$ cat src/rtl/srl_fifo.sv
`timescale 1ns/1ps
// srl_fifo: small elastic FIFO built on an addressable shift-register store.
// Every accepted write shifts the whole store by one entry; the oldest entry
// sits at index LEVEL-1 and is read through a combinational mux (show-ahead).
//
// Handshake: a write is accepted on a rising edge when S_VALID & S_READY,
// a read is consumed on a rising edge when M_VALID & M_READY. Both ready and
// valid are pure decodes of the occupancy register, so neither depends
// combinationally on the opposite side's request; requesters may change
// S_VALID / M_READY freely between edges.
module srl_fifo #(
    parameter int WIDTH    = 8,
    parameter int DEPTH    = 16,
    parameter int AF_LEVEL = DEPTH - 2,
    parameter int AE_LEVEL = 2,
    localparam int LW      = $clog2(DEPTH + 1),
    localparam int AW      = $clog2(DEPTH)
) (
    input  logic             CLK,
    input  logic             RST_N,
    input  logic             FLUSH,
    input  logic [WIDTH-1:0] S_DATA,
    input  logic             S_VALID,
    output logic             S_READY,
    output logic [WIDTH-1:0] M_DATA,
    output logic             M_VALID,
    input  logic             M_READY,
    output logic [LW-1:0]    LEVEL,
    output logic             ALMOST_FULL,
    output logic             ALMOST_EMPTY
);

    // Storage is deliberately not reset: its contents are masked by LEVEL.
    logic [WIDTH-1:0] store_q [DEPTH];
    logic [LW-1:0]    level_q;
    logic [LW-1:0]    level_d;
    logic [AW-1:0]    rd_addr;
    logic             push;
    logic             pop;
    logic             wr_en;

    // Ready/valid come straight from the occupancy register, never from FLUSH.
    assign S_READY = (level_q != LW'(DEPTH));
    assign M_VALID = (level_q != '0);

    assign push  = S_VALID & S_READY;
    assign pop   = M_VALID & M_READY;
    // A flush discards the incoming word, so the store is left untouched.
    assign wr_en = push & ~FLUSH;

    // Next occupancy: flush wins, a simultaneous push and pop cancel out.
    always_comb begin
        level_d = level_q;
        if (FLUSH) begin
            level_d = '0;
        end else if (push && !pop) begin
            level_d = level_q + LW'(1);
        end else if (pop && !push) begin
            level_d = level_q - LW'(1);
        end
    end

    // Occupancy register; reset clears it without waiting for a clock edge.
    always_ff @(posedge CLK or negedge RST_N) begin
        if (!RST_N) begin
            level_q <= '0;
        end else begin
            level_q <= level_d;
        end
    end

    // Shift-register store: new data enters at index 0, older data moves up.
    always_ff @(posedge CLK) begin
        if (wr_en) begin
            for (int i = DEPTH - 1; i > 0; i--) begin
                store_q[i] <= store_q[i-1];
            end
            store_q[0] <= S_DATA;
        end
    end

    // Oldest entry lives at LEVEL-1; LEVEL wraps harmlessly when empty
    // because the output is forced to zero in that case.
    assign rd_addr = AW'(level_q - LW'(1));
    assign M_DATA  = M_VALID ? store_q[rd_addr] : '0;

    assign LEVEL        = level_q;
    assign ALMOST_FULL  = (level_q >= LW'(AF_LEVEL));
    assign ALMOST_EMPTY = (level_q <= LW'(AE_LEVEL));

endmodule

$ cat config.mk
export PLATFORM = sky130hd
export DESIGN_NAME = srl_fifo
export DESIGN_NICKNAME = d
export VERILOG_FILES = /design/src/rtl/srl_fifo.sv
export SDC_FILE = /design/constraint.sdc
export NUM_CORES = 1
export LEC_CHECK = 0
export CORE_MARGIN = 3
export CORE_UTILIZATION = 40
export DETAILED_ROUTE_END_ITERATION = 8
export PLACE_DENSITY_LB_ADDON = 0.12
export SYNTH_ARGS = -nofsm -noshare
export SYNTH_HDL_FRONTEND = slang
export SYNTH_SLANG_ARGS = --single-unit
$ cat constraint.sdc
create_clock -name CLK -period 16.84 [get_ports CLK]
set_input_delay 1.684 -clock CLK [delete_from_list [all_inputs] [get_ports CLK]]
set_output_delay 1.684 -clock CLK [all_outputs]
set_load 0.05 [all_outputs]
== After elaboration in Yosys (flattened, before gate mapping) ==
Memories as Yosys holds them, arrays and structs flattened.
Cells that the tools add are included.

* Flip-flop bits (word level): 5
* Latch bits: 0
* RAM bits: 128
* Bits in read-only memories: 0
* Bits of input ports: 13
* Output and inout port bits: 17
* Logic and storage cells: 23
* Memories kept: 1

* $add $sub $neg: 2
* Multipliers: 0
* Div/mod/pow operators: 0
* Magnitude comparators: 2
* Eq/ne operators: 1
* Shift-type cells: 0
* Multiplexer cells: 6
* Bitwise operators: 4
* Reduce and logical (&&, ||, !) cells: 6

{| class="wikitable"
|+ Memories
! name !! words !! width !! read ports !! clocked after memory_dff !! write ports !! RTL line !! RTL
|-
| store_q || 16 || 8 || 16 || 0 || 16 || 34 || <nowiki>logic [WIDTH-1:0] store_q [DEPTH];</nowiki>
|}

{| class="wikitable"
|+ Operators with widths
! cell !! number
|-
| 5-bit 2-to-1 mux || 3
|-
| 8-bit 2-to-1 mux || 1
|-
| 5-bit by 1-bit adder with 5-bit output, second input constant || 1
|-
| 5-bit by 4-bit >= comparator with 1-bit output, second input constant || 1
|-
| 5-bit by 2-bit <= comparator with 1-bit output, second input constant || 1
|-
| 5-bit != test, second input constant || 1
|-
| 5-bit nonzero test || 1
|-
| 5-bit by 1-bit subtractor with 5-bit output, second input constant || 1
|-
| 1-bit AND || 3
|-
| 3-bit nonzero test || 1
|-
| 1-bit logical AND || 2
|-
| 1-bit zero test || 2
|-
| 1-bit 2-to-1 mux || 2
|-
| 1-bit inverter || 1
|}

== Depth between registers and ports, before layout ==
Gate-level depths: netlist (run 1).

* Word-level depth: 7
* Gate-level depth with buffers: 9
* Gate-level depth less buffers: 6

== Worst setup path after synthesis (run 1) ==
Ideal clock, no wire load.

* Path kind: register to register
* Start: register level_q[0], in the netlist LEVEL[0]
* End: memory store_q[0][0] (enable)
* Setup time: 617 ps
* Data arrival time: 7430 ps
* Data required time: 16223 ps
* Path slack: 8793 ps
* Stages on the path, launching flop included: 8
* Path buffers: 2
* Period minus slack after synthesis: 8047 ps
* Cell sequence: dfrtp_1 buf_6 buf_2 inv_1 ha_1 nand4bb_1 nand2_1 nor2_1

{| class="wikitable"
|+ RTL lines
! item !! RTL line !! RTL
|-
| start, declared || 35 || <nowiki>logic [LW-1:0] level_q;</nowiki>
|-
| start signal, assigned || 68 || <nowiki>level_q <= level_d;</nowiki>
|-
| end, declared || 34 ||
|}

== Worst setup path in the final report (run 1) ==
* Start: register level_q[1], in the netlist LEVEL[1]
* End: output M_DATA[1]

* Longest elaborated chain between the ends: 3
* Elaborated cells on any way between the ends: 4
* Classes of those cells: add/sub (1); mux (1); reduce/logical (1); memory (1)

{| class="wikitable"
|+ Ends and longest elaborated chain
! item !! RTL line !! RTL
|-
| 5-bit by 1-bit subtractor with 5-bit output || 84 || <nowiki>assign rd_addr = AW'(level_q - LW'(1));</nowiki>
|-
| memory 16 x 8 bit || n/a ||
|-
| 8-bit 2-to-1 mux (*) || 85 || <nowiki>assign M_DATA = M_VALID ? store_q[rd_addr] : '0;</nowiki>
|-
| end, declared || 25 || <nowiki>output logic [WIDTH-1:0] M_DATA,</nowiki>
|}

Mark *: on every way between the ends. The rest lies on a longest branch, timed or not.

==> flow_summary.json, run 1 <==
{
  "place_ws_ps": 12010,
  "timing.fmax_ghz": 0.191,
  "portBuffers": 29,
  "synth_mux_area_share_pct": 17.2,
  "synth-compound-area-share_pct": 3.25,
  "drt_iter0_markers": 157,
  "synth_top_flop_cell": "edfxtp_1",
  "finalHoldViolations": 0,
  "cts_tree": "yes",
  "synth_adder_area_share_pct": 0.706,
  "synth_top_family_by_area": "multiplexers",
  "power_density_nw_per_um2": 200,
  "slew_violations": 0,
  "max_stage_delay_ps": 760,
  "yosys.area.top_type": "edfxtp_1",
  "gp_congestion": 0.737,
  "synth_xor_area_share_pct": 0.471,
  "synth_cells": 248,
  "pwr-share-comb_pct": 41.3,
  "cts_buffers": 17,
  "crit_arrival_ps": 3550,
  "multi_input_area_sq_um": 1270,
  "slew_headroom_pct": 30.1,
  "tns_ps": 0,
  "clk_pin_slew_ps": 60,
  "grt-ovfl-total": 0,
  "fin_worst_skew_ps": 6.35,
  "firstDrtPassIters": 4,
  "cp-start-kind": "flop",
  "crit_slowest_cell": "clkdlybuf4s50_1",
  "num_antenna_cells": 0,
  "area_growth_pct": 19.7,
  "grt.total_usage_pct": 13.4,
  "tightest_slew_ps": 1050,
  "wire_per_inst_um": 18.9,
  "leakage_nw": 2.10,
  "dpl.hpwl_mm": 5.02,
  "netlist_area_sq_um": 5320,
  "insertion_delay_ps": 420,
  "clkPwrFrac_pct": 27.7,
  "switching_power_w": 0.000460,
  "synth_top_area_share_pct": 72.3,
  "grt_first_pass_wirelength_mm": 14.4,
  "pwr-share-seq_pct": 31.1,
  "cts-root-buf": "clkbuf_16",
  "switching_share_pct": 36.1,
  "clock_path_buffers": 2,
  "rr_startpoint": "LEVEL[1]$_DFFE_PN0P_",
  "grt_max_degree": 77,
  "ys_ff_latch": 133,
  "vias": 2532,
  "status": "complete, no violations",
  "min_from": "store_q[10][1]$_DFFE_PP_",
  "synth-edff-count": 128,
  "ir_drop_mv": 0.112,
  "ys_warn_count": 0,
  "syn_nets": 264,
  "yosysSeqAreaShare_pct": 74.6,
  "dieArea_sq_um": 14700,
  "num-nets-final": 306,
  "num_io_pins": 30,
  "fill_cells": 1069,
  "yosys-top-cells-count": "edfxtp_1, mux4_2, mux2i_1, o22ai_1",
  "htreeDepth": 4,
  "setup_viol": 0,
  "core-area_sq_um": 12800,
  "die_w_um": 121,
  "drcViolationCount": 0,
  "grt_pass1_vias": 2626,
  "synthSimpleGateAreaFrac_pct": 2.12,
  "drv_cap": 0,
  "cts_resized": 0,
  "num_rows": 41,
  "crit_start": "LEVEL[1]$_DFFE_PN0P_",
  "synth_area_leaders": "edfxtp_1, mux4_2, mux2i_1",
  "p_int_w": 0.000813,
  "crit_path_cell_trace": "inv_1 > ha_1 > buf_4 > mux4_2 > mux2i_1 > o22ai_1 > clkdlybuf4s50_1",
  "synth.most_common_cell": "edfxtp_1",
  "die_height_um": 121,
  "yosysUniqueCellTypes": 34,
  "crit_type": "reg -> out",
  "timing.final.crit_share_pct": 31.1,
  "rsz0062_at_grt": "false",
  "period_needed_ps": 5230,
  "final_core_util_pct": 49.6,
  "path_max_fanout": 22,
  "holdWs_ps": 439,
  "antenna_left": 0,
  "wirelength_mm": 8.98,
  "grt_antenna_before_repair": 0,
  "start_util_pct": 41.5,
  "cts_setup_buffers": 0,
  "hold_class": "reg -> reg",
  "worstPathRequired_ps": 15160,
  "seqCellArea_sq_um": 3970,
  "drive_gt1_share_pct": 25.1,
  "viasPerCell": 5.33,
  "avgSynthCellArea_sq_um": 21.4,
  "endpoint_kind": "primary output",
  "synth-async-reset-ratio_pct": 3.76,
  "layout_setup_ws_ps": 11610,
  "clock-sinks": 133,
  "ctsHoldBuffers": 0
}
-- cell families after synthesis --
| logic type | after synthesis |
|---|---|
| flip-flops | 133 |
| AO/OA/AOI/OAI | 25 |
| buffers and inverters | 16 |
| AND/OR/NAND/NOR | 18 |
| adder cells (fa/ha/maj) | 3 |
| XOR/XNOR | 2 |
| multiplexers | 51 |
-- path summary, 6_finish.rpt --
| path | endpoint | slack, ps | depth (start not counted) |
|---|---|---|---|
| min reg2reg | store_q[11][1]$_DFFE_PP_ | 440 | 0 |
| max reg2reg | store_q[10][1]$_DFFE_PP_ | 13710 | 7 |
| max in group asynchronous | LEVEL[0]$_DFFE_PN0P_ | 15120 | 1 |
| min in group asynchronous | LEVEL[3]$_DFFE_PN0P_ | 1500 | 1 |
| max | M_DATA[1] | 11610 | 7 |
| min | store_q[11][1]$_DFFE_PP_ | 440 | 0 |
-- stage by stage --
step,instance area (sq um),cells,total power (W)
after floorplan,5320,248,0.000798
after global placement,5800,443,0.000935
after detailed placement,5800,443,0.000935
after CTS,6360,475,0.00129
after global routing,6360,475,0.00134
final,6360,475,0.00127
-- worst max-delay path: cells and delay by family (launching register included) --
kind            cells  cell delay, ps
compound gates      1             120
fa+ha+maj           1             680
buf+inv             3            1260
flops               1             500
mux                 2             560
-- layout make-up --
cell class,instances,area share [%]
sequential,133,62.4
multi-input combinational,99,19.9
clock buffer,17,6.68
timing repair buffer,34,5.15
tap,172,3.38
clock inverter,15,2.20
inverter,5,0.295
-- cell usage in the layout (no fill, tap or decap), types with 4 or more instances in the layout --
cell type,instances
clkbuf_16,17
clkinv_2,8
a21oi_1,4
o22ai_1,9
nand2_1,4
dfrtp_1,4
buf_4,5
clkdlybuf4s50_1,29
mux2i_1,18
mux4_2,32
inv_1,5
edfxtp_1,128
-- per-layer routing --
metal	vias up	GRT usage, %	routed length (um)
li1	1134	-	-
met1	1328	18.6	4350
met2	54	18.4	4040
met3	16	5.64	419
met4	0	5.88	163
met5	-	0	0
-- sequential cells by signal, indices dropped and copies added (netlist names) --
name / cells
LEVEL: 5
store_q: 128
-- power groups by stage --
stage	clock [W]	sequential [W]	combinational, W
after floorplan	0	0.000411	0.000387
after CTS	0.000363	0.000395	0.000535
after global placement	0	0.000401	0.000534
after global routing	0.000378	0.000398	0.000560
after detailed placement	0	0.000402	0.000533
final	0.000352	0.000395	0.000525
Note: power is estimated with default switching activity, not from simulation.
==> run 2, diff against run 1 <==
- clock period: 16.84 -> 4.7 ns (I/O delays scaled with it)
==> run 2 against run 1 <==
  * Clock power rose to 3.1 times the previous value
  * Critical path depth rose by 1
  * Setup slack lost 11000 ps
  * Cell count up 0.21%
  * Die area stayed put
  * Global-route usage fell by 0.22 points
  * Sequential power increased to 3.6 times the previous value
  * Non-clock buffer count rose by 3
  * Combinational power rose to 3.6 times the previous value
  * Sequential share of layout area is 0.37 points higher
  * Power grew to 3.5 times the previous value
  * Routed wire length decreased by 0.72%
==> flow_summary.json, run 2 (same netlist as run 1, synthesis figures left out) <==
{
  "final_core_util_pct": 49.3,
  "rsz0062_at_grt": "false",
  "setup_viol": 0,
  "endpoint_kind": "primary output",
  "gp_congestion": 0.754,
  "cts-root-buf": "clkbuf_16",
  "slew_violations": 0,
  "hold_class": "in -> async",
  "area_growth_pct": 19.0,
  "antenna_left": 0,
  "dpl.hpwl_mm": 5.24,
  "power_density_nw_per_um2": 697,
  "r2r-end": "store_q[8][7]$_DFFE_PP_",
  "start_util_pct": 41.5,
  "regMostFlops": "store_q",
  "dieArea_sq_um": 14700,
  "wire_per_inst_um": 18.7,
  "grt.total_usage_pct": 13.2,
  "cts_buffers": 17,
  "tns_ps": 0,
  "grt_antenna_before_repair": 0,
  "clock_path_buffers": 2,
  "worstPathRequired_ps": 4230,
  "fin_worst_skew_ps": 8.75,
  "fin_cells": 476,
  "status": "complete, no violations",
  "layout_setup_ws_ps": 863,
  "cts_setup_buffers": 0,
  "path_max_fanout": 34,
  "clock-sinks": 133,
  "crit_type": "reg -> out",
  "cp-start-kind": "flop",
  "r2r_cells": 7,
  "finalHoldViolations": 0,
  "ir_drop_mv": 0.256,
  "core-area_sq_um": 12800,
  "clk_pin_slew_ps": 50,
  "firstDrtPassIters": 5,
  "largest_reg_flops": 128,
  "insertion_delay_ps": 410,
  "drt_iter0_markers": 196,
  "die_w_um": 121,
  "grt_pass1_vias": 2544,
  "tightest_slew_ps": 935,
  "grt_first_pass_wirelength_mm": 14.2,
  "cts_resized": 0,
  "timing.final.crit_share_pct": 81.6,
  "portBuffers": 29,
  "cts_tree": "yes",
  "ctsHoldBuffers": 0,
  "final_common_cell": "edfxtp_1",
  "slew_headroom_pct": 37.5,
  "drv_cap": 0,
  "drive_gt1_share_pct": 22.0,
  "wirelength_mm": 8.91,
  "place_inst": 446,
  "period_needed_ps": 3840,
  "crit_arrival_ps": 3370,
  "num_io_pins": 30,
  "die_height_um": 121,
  "vias": 2502,
  "place_ws_ps": 1230,
  "leakage_nw": 2.07,
  "final_cell_mix": "edfxtp_1, mux4_2, clkdlybuf4s50_1",
  "num-nets-final": 309,
  "reg2reg_slack_ps": 1850,
  "grt-ovfl-total": 0,
  "viasPerCell": 5.26,
  "grt_max_degree": 56,
  "timing.fmax_ghz": 0.261,
  "rr_startpoint": "LEVEL[0]$_DFFE_PN0P_",
  "htreeDepth": 4,
  "num_antenna_cells": 0,
  "num_rows": 41,
  "drcViolationCount": 0
}
run 2: power breakdown:
| part | internal (W) | total, W | switching (W) |
|---|---|---|---|
| sequential | 0.00136 | 0.00142 | 0.0000555 |
| combinational | 0.000800 | 0.00190 | 0.00110 |
| clock | 0.000652 | 0.00109 | 0.000438 |
run 2: layer usage:
| layer | track usage [%] | share of wire, % | wire, um |
|---|---|---|---|
| met4 | 7.35 | 1.8 | 164 |
| met5 | 0 | 0 | 0 |
| met3 | 4.01 | 4.7 | 420 |
| met1 | 18.6 | 48 | 4250 |
| met2 | 18.2 | 46 | 4080 |
run 2: per-stage QoR:
| stage | instance area (sq um) | power (W) | hold slack (ps) |
|---|---|---|---|
| global route | 6330 | 0.00464 | 284 |
| global placement | 5850 | 0.00337 | 424 |
| finish | 6330 | 0.00441 | 284 |
| CTS | 6330 | 0.00448 | 280 |
| floorplan | 5330 | 0.00285 | 174 |
| detailed placement | 5850 | 0.00337 | 427 |
run 2: worst max path at each step:
stage | start | cells after the start | slack (ps) | endpoint
after floorplan | LEVEL[0]$_DFFE_PN0P_ | 7 | 190 | store_q[0][0]$_DFFE_PP_
after global placement | LEVEL[0]$_DFFE_PN0P_ | 8 | 1260 | M_DATA[1]
after detailed placement | LEVEL[0]$_DFFE_PN0P_ | 8 | 1230 | M_DATA[1]
after CTS | LEVEL[0]$_DFFE_PN0P_ | 8 | 780 | M_DATA[1]
after global routing | LEVEL[0]$_DFFE_PN0P_ | 8 | 620 | M_DATA[1]
final | LEVEL[0]$_DFFE_PN0P_ | 8 | 860 | M_DATA[1]
run 2: layout make-up:
type / instances / area, sq um
fill: 1084 / 6500
tap: 172 / 215
multi-input combinational: 99 / 1270
clock inverter: 9 / 40.0
sequential: 133 / 3970
inverter: 5 / 18.8
clock buffer: 21 / 440
timing repair buffer: 37 / 375
run 2: worst max-delay path, stage by stage, from the launching register on:
cell	delay (ps)
dfrtp_2	350
buf_4	300
inv_1	130
ha_1	300
buf_4	450
mux4_2	310
mux2i_1	70
o22ai_1	200
clkdlybuf4s50_1	840
